`src/rtl/ssram_line_master_if.sv`:
```
// SRAM-side bus of ssram_line_master: enable, write, address and write data
// towards the synchronous single-port SRAM, and read data back from it.
// The master modport belongs to the line master, the slave modport to the SRAM.
interface ssram_line_master_if #(
  parameter int AW = 18,
  parameter int DW = 32
);

  logic          oMemEnable;
  logic          oMemWr;
  logic [AW-1:0] oMemAddr;
  logic [DW-1:0] oMemWData;
  logic [DW-1:0] iMemRData;

  modport master (
    output oMemEnable,
    output oMemWr,
    output oMemAddr,
    output oMemWData,
    input  iMemRData
  );

  modport slave (
    input  oMemEnable,
    input  oMemWr,
    input  oMemAddr,
    input  oMemWData,
    output iMemRData
  );

endinterface

```
`src/rtl/ssram_line_master.sv`:
```
// ssram_line_master: turns whole-cache-line read/write requests into bursts of
// single-word accesses on a synchronous single-port SRAM with a registered
// address (read data appears the cycle after the address). Read words come
// back to the cache in issue order, two cycles after their beat, tagged with
// valid/last.
//
// Build option: define WRAP_BURST_EN for critical-word-first reads (the read
// starts at iReqAddr[LW-1:0] and wraps within the line). Without it every
// read starts at offset 0. Writes always start at offset 0.
module ssram_line_master #(
  parameter int AW = 18,
  parameter int DW = 32,
  parameter int LW = 2
) (
  input  logic          clk,
  input  logic          rst_n,
  // cache request side
  input  logic          iReq,
  input  logic          iReqWr,
  input  logic [AW-1:0] iReqAddr,
  output logic          oReqReady,
  input  logic [DW-1:0] iWrData,
  output logic          oWrDataAck,
  output logic          oRdValid,
  output logic [DW-1:0] oRdData,
  output logic          oRdLast,
  output logic          oBusy,
  // SRAM side
  ssram_line_master_if.master mem
);

`ifdef WRAP_BURST_EN
  localparam bit WrapEn = 1'b1;
`else
  localparam bit WrapEn = 1'b0;
`endif

  typedef enum logic [1:0] {
    IDLE = 2'd0,
    RD   = 2'd1,
    WR   = 2'd2
  } state_t;

  state_t         state;
  logic [AW-LW-1:0] base;       // line base, constant for the whole burst
  logic [LW-1:0]  cnt;          // word offset of the current beat
  logic [LW-1:0]  startOff;     // offset of the first beat of this burst
  logic [LW-1:0]  cntNext;
  logic [LW-1:0]  reqOff;
  logic           lastBeat;
  logic           active;
  logic           pipeValid;    // a read word is on iMemRData this cycle
  logic           pipeLast;     // ... and it is the final word of its line

  // The burst covers the line exactly once, so the final beat is the one
  // whose successor offset would bring us back to where we started.
  assign cntNext  = cnt + LW'(1);
  assign lastBeat = (cntNext == startOff);

  // Only wrapped reads honour the low address bits; writes start at 0.
  assign reqOff = (WrapEn && !iReqWr) ? iReqAddr[LW-1:0] : '0;

  // A reset asserted mid-burst must stop SRAM traffic in that very cycle,
  // not one edge later, so the SRAM strobes are qualified with rst_n.
  assign active = rst_n && (state != IDLE);

  assign oReqReady = (state == IDLE);
  assign oBusy     = (state != IDLE) || pipeValid || oRdValid;

  // Burst sequencer: accept in IDLE, then one beat per cycle for a full line.
  always_ff @(posedge clk) begin
    if (!rst_n) begin
      state    <= IDLE;
      base     <= '0;
      cnt      <= '0;
      startOff <= '0;
    end else begin
      // NOTE: sequential state uses non-blocking (<=) so every register sees
      // pre-edge values; blocking would let later lines read updated ones.
      unique case (state)
        IDLE: begin
          if (iReq) begin
            base     <= iReqAddr[AW-1:LW];
            cnt      <= reqOff;
            startOff <= reqOff;
            state    <= iReqWr ? WR : RD;
          end
        end
        RD, WR: begin
          cnt <= cntNext;
          if (lastBeat) begin
            state <= IDLE;
          end
        end
        default: state <= IDLE;
      endcase
    end
  end

  // Read return pipe: stage 1 marks the cycle the SRAM drives the word,
  // stage 2 captures it and presents it to the cache.
  always_ff @(posedge clk) begin
    if (!rst_n) begin
      pipeValid <= 1'b0;
      pipeLast  <= 1'b0;
      oRdValid  <= 1'b0;
      oRdLast   <= 1'b0;
      oRdData   <= '0;
    end else begin
      pipeValid <= (state == RD);
      pipeLast  <= (state == RD) && lastBeat;
      oRdValid  <= pipeValid;
      oRdLast   <= pipeLast;
      oRdData   <= pipeValid ? mem.iMemRData : '0;
    end
  end

  // SRAM strobes and write-data handshake, straight from state and cnt.
  always_comb begin
    // NOTE: defaults first so every path assigns every output; a missing
    // assignment in combinational logic would infer a latch.
    mem.oMemEnable = 1'b0;
    mem.oMemWr     = 1'b0;
    mem.oMemAddr   = '0;
    mem.oMemWData  = '0;
    oWrDataAck     = 1'b0;
    if (active) begin
      mem.oMemEnable = 1'b1;
      mem.oMemAddr   = {base, cnt};
      if (state == WR) begin
        mem.oMemWr    = 1'b1;
        mem.oMemWData = iWrData;
        oWrDataAck    = 1'b1;
      end
    end
  end

endmodule

```
`src/flat_wrapper.sv`:
```
// flat-port wrapper written by rule: the top's interface ports become plain ports
module ssram_line_master_flat 
#(
  parameter int AW = 18,
  parameter int DW = 32,
  parameter int LW = 2
)
  (clk, rst_n, iReq, iReqWr, iReqAddr, oReqReady, iWrData, oWrDataAck, oRdValid, oRdData, oRdLast, oBusy, mem_oMemEnable, mem_oMemWr, mem_oMemAddr, mem_oMemWData, mem_iMemRData);
  ssram_line_master_if #(.AW(AW), .DW(DW)) mem_i ();
  input  logic clk;
  input  logic rst_n;
  input  logic iReq;
  input  logic iReqWr;
  input  logic [AW-1:0] iReqAddr;
  output logic oReqReady;
  input  logic [DW-1:0] iWrData;
  output logic oWrDataAck;
  output logic oRdValid;
  output logic [DW-1:0] oRdData;
  output logic oRdLast;
  output logic oBusy;
  output wire logic [$bits(mem_i.oMemEnable)-1:0] mem_oMemEnable;
  output wire logic [$bits(mem_i.oMemWr)-1:0] mem_oMemWr;
  output wire logic [$bits(mem_i.oMemAddr)-1:0] mem_oMemAddr;
  output wire logic [$bits(mem_i.oMemWData)-1:0] mem_oMemWData;
  input wire logic [$bits(mem_i.iMemRData)-1:0] mem_iMemRData;
  assign mem_oMemEnable = mem_i.oMemEnable;
  assign mem_oMemWr = mem_i.oMemWr;
  assign mem_oMemAddr = mem_i.oMemAddr;
  assign mem_oMemWData = mem_i.oMemWData;
  assign mem_i.iMemRData = mem_iMemRData;
  ssram_line_master #(.AW(AW), .DW(DW), .LW(LW)) u_core (.clk(clk), .rst_n(rst_n), .iReq(iReq), .iReqWr(iReqWr), .iReqAddr(iReqAddr), .oReqReady(oReqReady), .iWrData(iWrData), .oWrDataAck(oWrDataAck), .oRdValid(oRdValid), .oRdData(oRdData), .oRdLast(oRdLast), .oBusy(oBusy), .mem(mem_i));
endmodule
```
`config.mk`:
```
export PLATFORM = sky130hd
export DESIGN_NAME = ssram_line_master_flat
export DESIGN_NICKNAME = d
export VERILOG_FILES = /design/src/rtl/ssram_line_master_if.sv /design/src/rtl/ssram_line_master.sv /design/src/flat_wrapper.sv
export SDC_FILE = /design/constraint.sdc
export NUM_CORES = 1
export LEC_CHECK = 0
export ABC_AREA = 1
export ABC_CLOCK_PERIOD_IN_PS = 2390
export BUFFER_PORTS_ARGS = -buffer_cell sky130_fd_sc_hd__clkbuf_2
export CAP_MARGIN = 20
export CORE_MARGIN = 2
export CORE_UTILIZATION = 42
export CTS_CLUSTER_DIAMETER = 200
export DETAILED_ROUTE_END_ITERATION = 10
export PLACE_DENSITY = 0.95
export SKIP_CTS_REPAIR_TIMING = 1
export SYNTH_ARGS = -nofsm -noshare
export SYNTH_HDL_FRONTEND = slang
export SYNTH_SLANG_ARGS = --single-unit
```
`constraint.sdc`:
```
create_clock -name clk -period 2.39 [get_ports clk]
set_clock_uncertainty 0.1 [all_clocks]
set_input_delay 0.1195 -clock clk [delete_from_list [all_inputs] [get_ports clk]]
set_output_delay 0.1195 -clock clk [all_outputs]
set_load 0.02 [all_outputs]
```
* After elaboration in Yosys (flattened, before gate mapping)
Cells that the tools add are included.
** Word-level totals
- Register bits after elaboration :: 56
- Bits of input ports :: 86
- Output and inout bits :: 89
- Logic and storage cells :: 38
** Operators by class
- Add/subtract/negate cells :: 1
- Equal/unequal tests :: 4
- Multiplexer cells :: 12
- Reductions and logical operators :: 13
** Operators with widths (number)
- $mux W32 :: 2
- $mux W18 :: 1
- $mux W2 :: 4
- $pmux W2 S2 :: 2
- $reduce_and A2 Y1 :: 4
- $logic_not A2 Y1 :: 2
- $reduce_bool A2 Y1 :: 2
- $mux W1 :: 3
- $add A2 B1 Y2 const B :: 1
- $eq A2 B1 Y1 const B :: 1
- $eq A2 B2 Y1 const B :: 1
- $logic_and A1 B1 Y1 :: 2
- $logic_or A1 B1 Y1 :: 2
- $ne A2 B1 Y1 const B :: 1
- $ne A2 B2 Y1 const B :: 1
- $reduce_or A2 Y1 :: 1

* Logic depth before layout (Yosys ltp)
- Word-level depth :: 4
- Mapped depth :: 7
- Mapped depth without buffers :: 6

* Worst setup path before layout
OpenSTA, ideal clock, no wires.
- Kind :: reg2out
- Start :: register u_core.state[0]
- End :: output port oWrDataAck
- Data arrival time :: 1.781 ns
- Slack :: 0.389 ns
- Cell stages (with the launch flop) :: 8
- Buffers on the path :: 2
- Cells stage by stage :: dfxtp_1 -> inv_1 -> ha_1 -> nor2_1 -> nand2_2 -> buf_2 -> inv_1 -> buf_4
** On the way
- Word-level cells in the longest chain between the ends :: 3
- Elaborated cells between the ends (all ways) :: 5
- Those cells by class :: eq/ne: 1; mux: 2; reduce/logical: 2
** RTL lines
- start, declared :: RTL line ssram_line_master.sv:44 : state_t state;
- start signal, assigned :: RTL line ssram_line_master.sv:86 : state <= iReqWr ? WR : RD;
- $eq A2 B2 Y1 / $reduce_bool A2 Y1 (equally long branches) :: RTL line ssram_line_master.sv:130, ssram_line_master.sv:65
- $mux W1 / $logic_and A1 B1 Y1 (equally long branches)
- $mux W1 (*)
- end, declared :: RTL line flat_wrapper.sv:17 : output logic oWrDataAck;
Mark *: on every way between the ends. The rest lies on a longest branch, timed or not.

* Final worst setup path
- Start :: register u_core.state[0]
- End :: output port mem_oMemWData[31]
** On the way
- Word-level cells in the longest chain between the ends :: 3
- Elaborated cells between the ends (all ways) :: 5
- Those cells by class :: eq/ne: 1; mux: 2; reduce/logical: 2
** RTL lines
- $eq A2 B2 Y1 / $reduce_bool A2 Y1 (equally long branches) :: RTL line ssram_line_master.sv:130, ssram_line_master.sv:65
- $mux W32 / $logic_and A1 B1 Y1 (equally long branches) :: RTL line ssram_line_master.sv:130, ssram_line_master.sv:65
- $mux W32 (*) :: RTL line ssram_line_master.sv:127 : if (active) begin
- end, declared :: RTL line flat_wrapper.sv:25 : output wire logic [$bits(mem_i.oMemWData)-1:0] mem_oMemWData;
Marks and branches as above.

==> reports/metrics.csv <==
stage,metric,value,unit
outcome,status,"finished, final reports clean",
floorplanning,fp.coreArea,5110,um2
global_routing,gr-total-overflow,0,
routing,dr.pass1.iters,4,
routing,route.met2.wl,3940,um
power,power_frac_seq,0.458,
routing,wl_per_cell,11.9,um
placement,globalplace.congestion,0.844,
power,finalPower,2.38,mW
logic_synthesis,syn_inst,312,
logic_synthesis,synth_cell_types,16,
routing,viasPerCell,4.38,
routing,ant_nets,0,
worst_setup_path,critPathKind,flop to output port,
placement,portBuffers,172,
sta,hold_viol,0,
routing,wl,6960,um
global_routing,track_usage,0.204,
global_routing,grt_pass1_vias,2325,
worst_setup_path,worst_ep_arrival_time,1.94,ns
power,switching_share,0.354,
floorplanning,start_util,0.434,
worst_setup_path,crit_required,2.17,ns
floorplanning,die_w,76.7,um
routing,drcViolationCount,0,
worst_setup_path,cp_max_fo,33,
logic_synthesis,syn_area,2220,um2
power,p_per_area,674,nW/um2
floorplanning,rows,26,
sta,setup-tns-final,0,ns
placement,dpl.hpwl,4840,um
cells_and_area,drive_gt1_frac,0.359,
cts,cts_made_buffers,5,
floorplanning,die_area,5880,um2
cts,clk_pin_slew_worst_paths,0.10,ns
worst_setup_path,cp-start-kind,flop,
worst_setup_path,cpPeakStageDelay,0.37,ns
worst_setup_path,cpMaxStageDelayCell,dfxtp_1,
worst_setup_path,path_delay_family,simple AND/OR/NAND/NOR gates,
cells_and_area,final_cells,583,
power,p_leak,2.17,nW
logic_synthesis,synth_fp_nets,403,
cells_and_area,diodes,0,
placement,dp_cells,541,
sta,setup_violations,0,
cts,h-tree-depth,2,
cts,cts-root-buf,clkbuf_8,
sta,relSlewSlack,0.416,
sta,final.min_clock_period,2.16,ns
global_routing,antenna_found_initial,0,
worst_setup_path,cp.depth,6,
logic_synthesis,ys_seq_area_frac,0.506,
routing,dr_wl_met3,454,um
cells_and_area,fillers,411,
worst_setup_path,endpoint_kind,output port,
worst_hold_path,holdPathStages,3,
power,p_sw,0.842,mW
floorplanning,ios,175,
cts,clock_sinks,56,
sta,slew_violations,0,
worst_setup_path,critPathBufInv,2,
floorplanning,die_y,76.7,um
power,p_int,1.54,mW
logic_synthesis,yosys_register_bits,56,
cells_and_area,synthToLayoutAreaGrowth,59.4,%
cts,clk_latency,0.31,ns
sta,max_freq,463,MHz
logic_synthesis,avgSynthCellArea,7.11,um2
worst_setup_path,crit_top_cell,nor2_1,
sta,tightest_slew,0.873,ns
job,maxCapViolCount,0,
cts,cts_tree,built,
sta,rsz0062_at_grt,no,
routing,vias,2552,
routing,routed.top_layer,met4,
global_routing,grt_pass1_wl,9780,um
sta,fin_crit_sh,0.903,
power,ir_worst_vdd,0.505,mV
routing,drt_iter0_drc,87,
global_routing,grt_max_degree,34,
cells_and_area,nets,603,
logic_synthesis,yosysWarnings,0,
power,p_clk_frac,0.221,
routing,m1WireLength,2420,um
worst_hold_path,min_path_type,input pin to flop,
power,p_comb_frac,0.321,
worst_setup_path,rr_worst_depth,5,
cts,cts_buffer_depth,2,
worst_setup_path,crit_chain,"inv_1, ha_1, nor2_1, nand2_4, nor2_1, clkbuf_2",
-- registers in the layout (all words and copies together) (netlist names) --
signal	flops
u_core.oRdData	32
u_core.base	16
u_core.state	2
u_core.oRdValid	1
u_core.cnt	2
u_core.oRdLast	1
u_core.pipeValid	1
u_core.pipeLast	1
-- cell usage after synthesis (all sizes together) --
master,instances,share of area
nand3,6,0.014
or2,1,0.0028
a21oi,20,0.045
or3b,1,0.0040
o21ai,16,0.036
clkbuf,3,0.0051
ha,5,0.028
nand2,14,0.025
dfxtp,56,0.51
nor2,85,0.14
buf,11,0.032
inv,94,0.16
-- worst register-to-register path, delay by kind of cell, from the launching register on --
kind            cells  cell delay, ns
compound gates      2            0.45
simple gates        1            0.52
flops               1            0.34
fa+ha+maj           1            0.22
buf+inv             1            0.12
-- metrics by stage --
stage	instance area, um2	setup slack, ns	hold slack (ns)	utilization
floorplan	2220	0.389	0.132	-
global placement	3090	0.542	0.216	0.605
detailed placement	3090	0.471	0.222	0.605
CTS	3190	0.116	-0.121	0.624
global route	3530	0.111	0.000394	0.692
finish	3530	0.232	0.00173	0.692
-- metal layers --
metal,global-route usage,vias up
met2,0.412,108
met3,0.0659,18
met1,0.185,1149
met5,0,-
li1,-,1277
met4,0.0782,0
-- cells by family after synthesis --
| logic type | share of synthesized area |
|---|---|
| compound gates | 0.0813 |
| flops | 0.506 |
| buf+inv | 0.196 |
| fa+ha+maj | 0.0282 |
| simple gates | 0.189 |
-- layout make-up --
cell class | instances | area, um2 | share of cell area
clock buffer | 5 | 68.8 | 0.0195
clock inverter | 3 | 27.5 | 0.00779
inverter | 94 | 353 | 0.0999
multi-input combinational | 148 | 667 | 0.189
sequential | 56 | 1120 | 0.317
tap | 70 | 87.6 | 0.0248
timing repair buffer | 207 | 1210 | 0.342
-- power groups by stage --
stage	Clock [mW]	Combinational, mW	Sequential (mW)
final	0.526	0.765	1.09
after global placement	0	0.672	1.10
after floorplan	0	0.451	1.15
after detailed placement	0	0.707	1.11
after CTS	0.549	0.710	1.09
after global routing	0.584	0.842	1.10
-- placed cells by master (no fill, tap or decap), drive strengths merged, types with 5 or more instances in the layout --
cell type / instances
clkbuf: 177
inv: 95
nor2: 85
dfxtp: 56
dlygate4sd3: 34
a21oi: 20
o21ai: 16
nand2: 14
nand3: 6
ha: 5
-- final timing paths --
path / from / endpoint / slack, ns
max: u_core.state[0] / mem_oMemWData[31] / 0.23
min reg2reg: u_core.pipeLast / u_core.oRdLast / 0.33
min: iReqAddr[9] / u_core.base[7] / 0.002
max reg2reg: u_core.state[0] / u_core.base[13] / 0.49
Note: power is estimated with default switching activity, not from simulation.
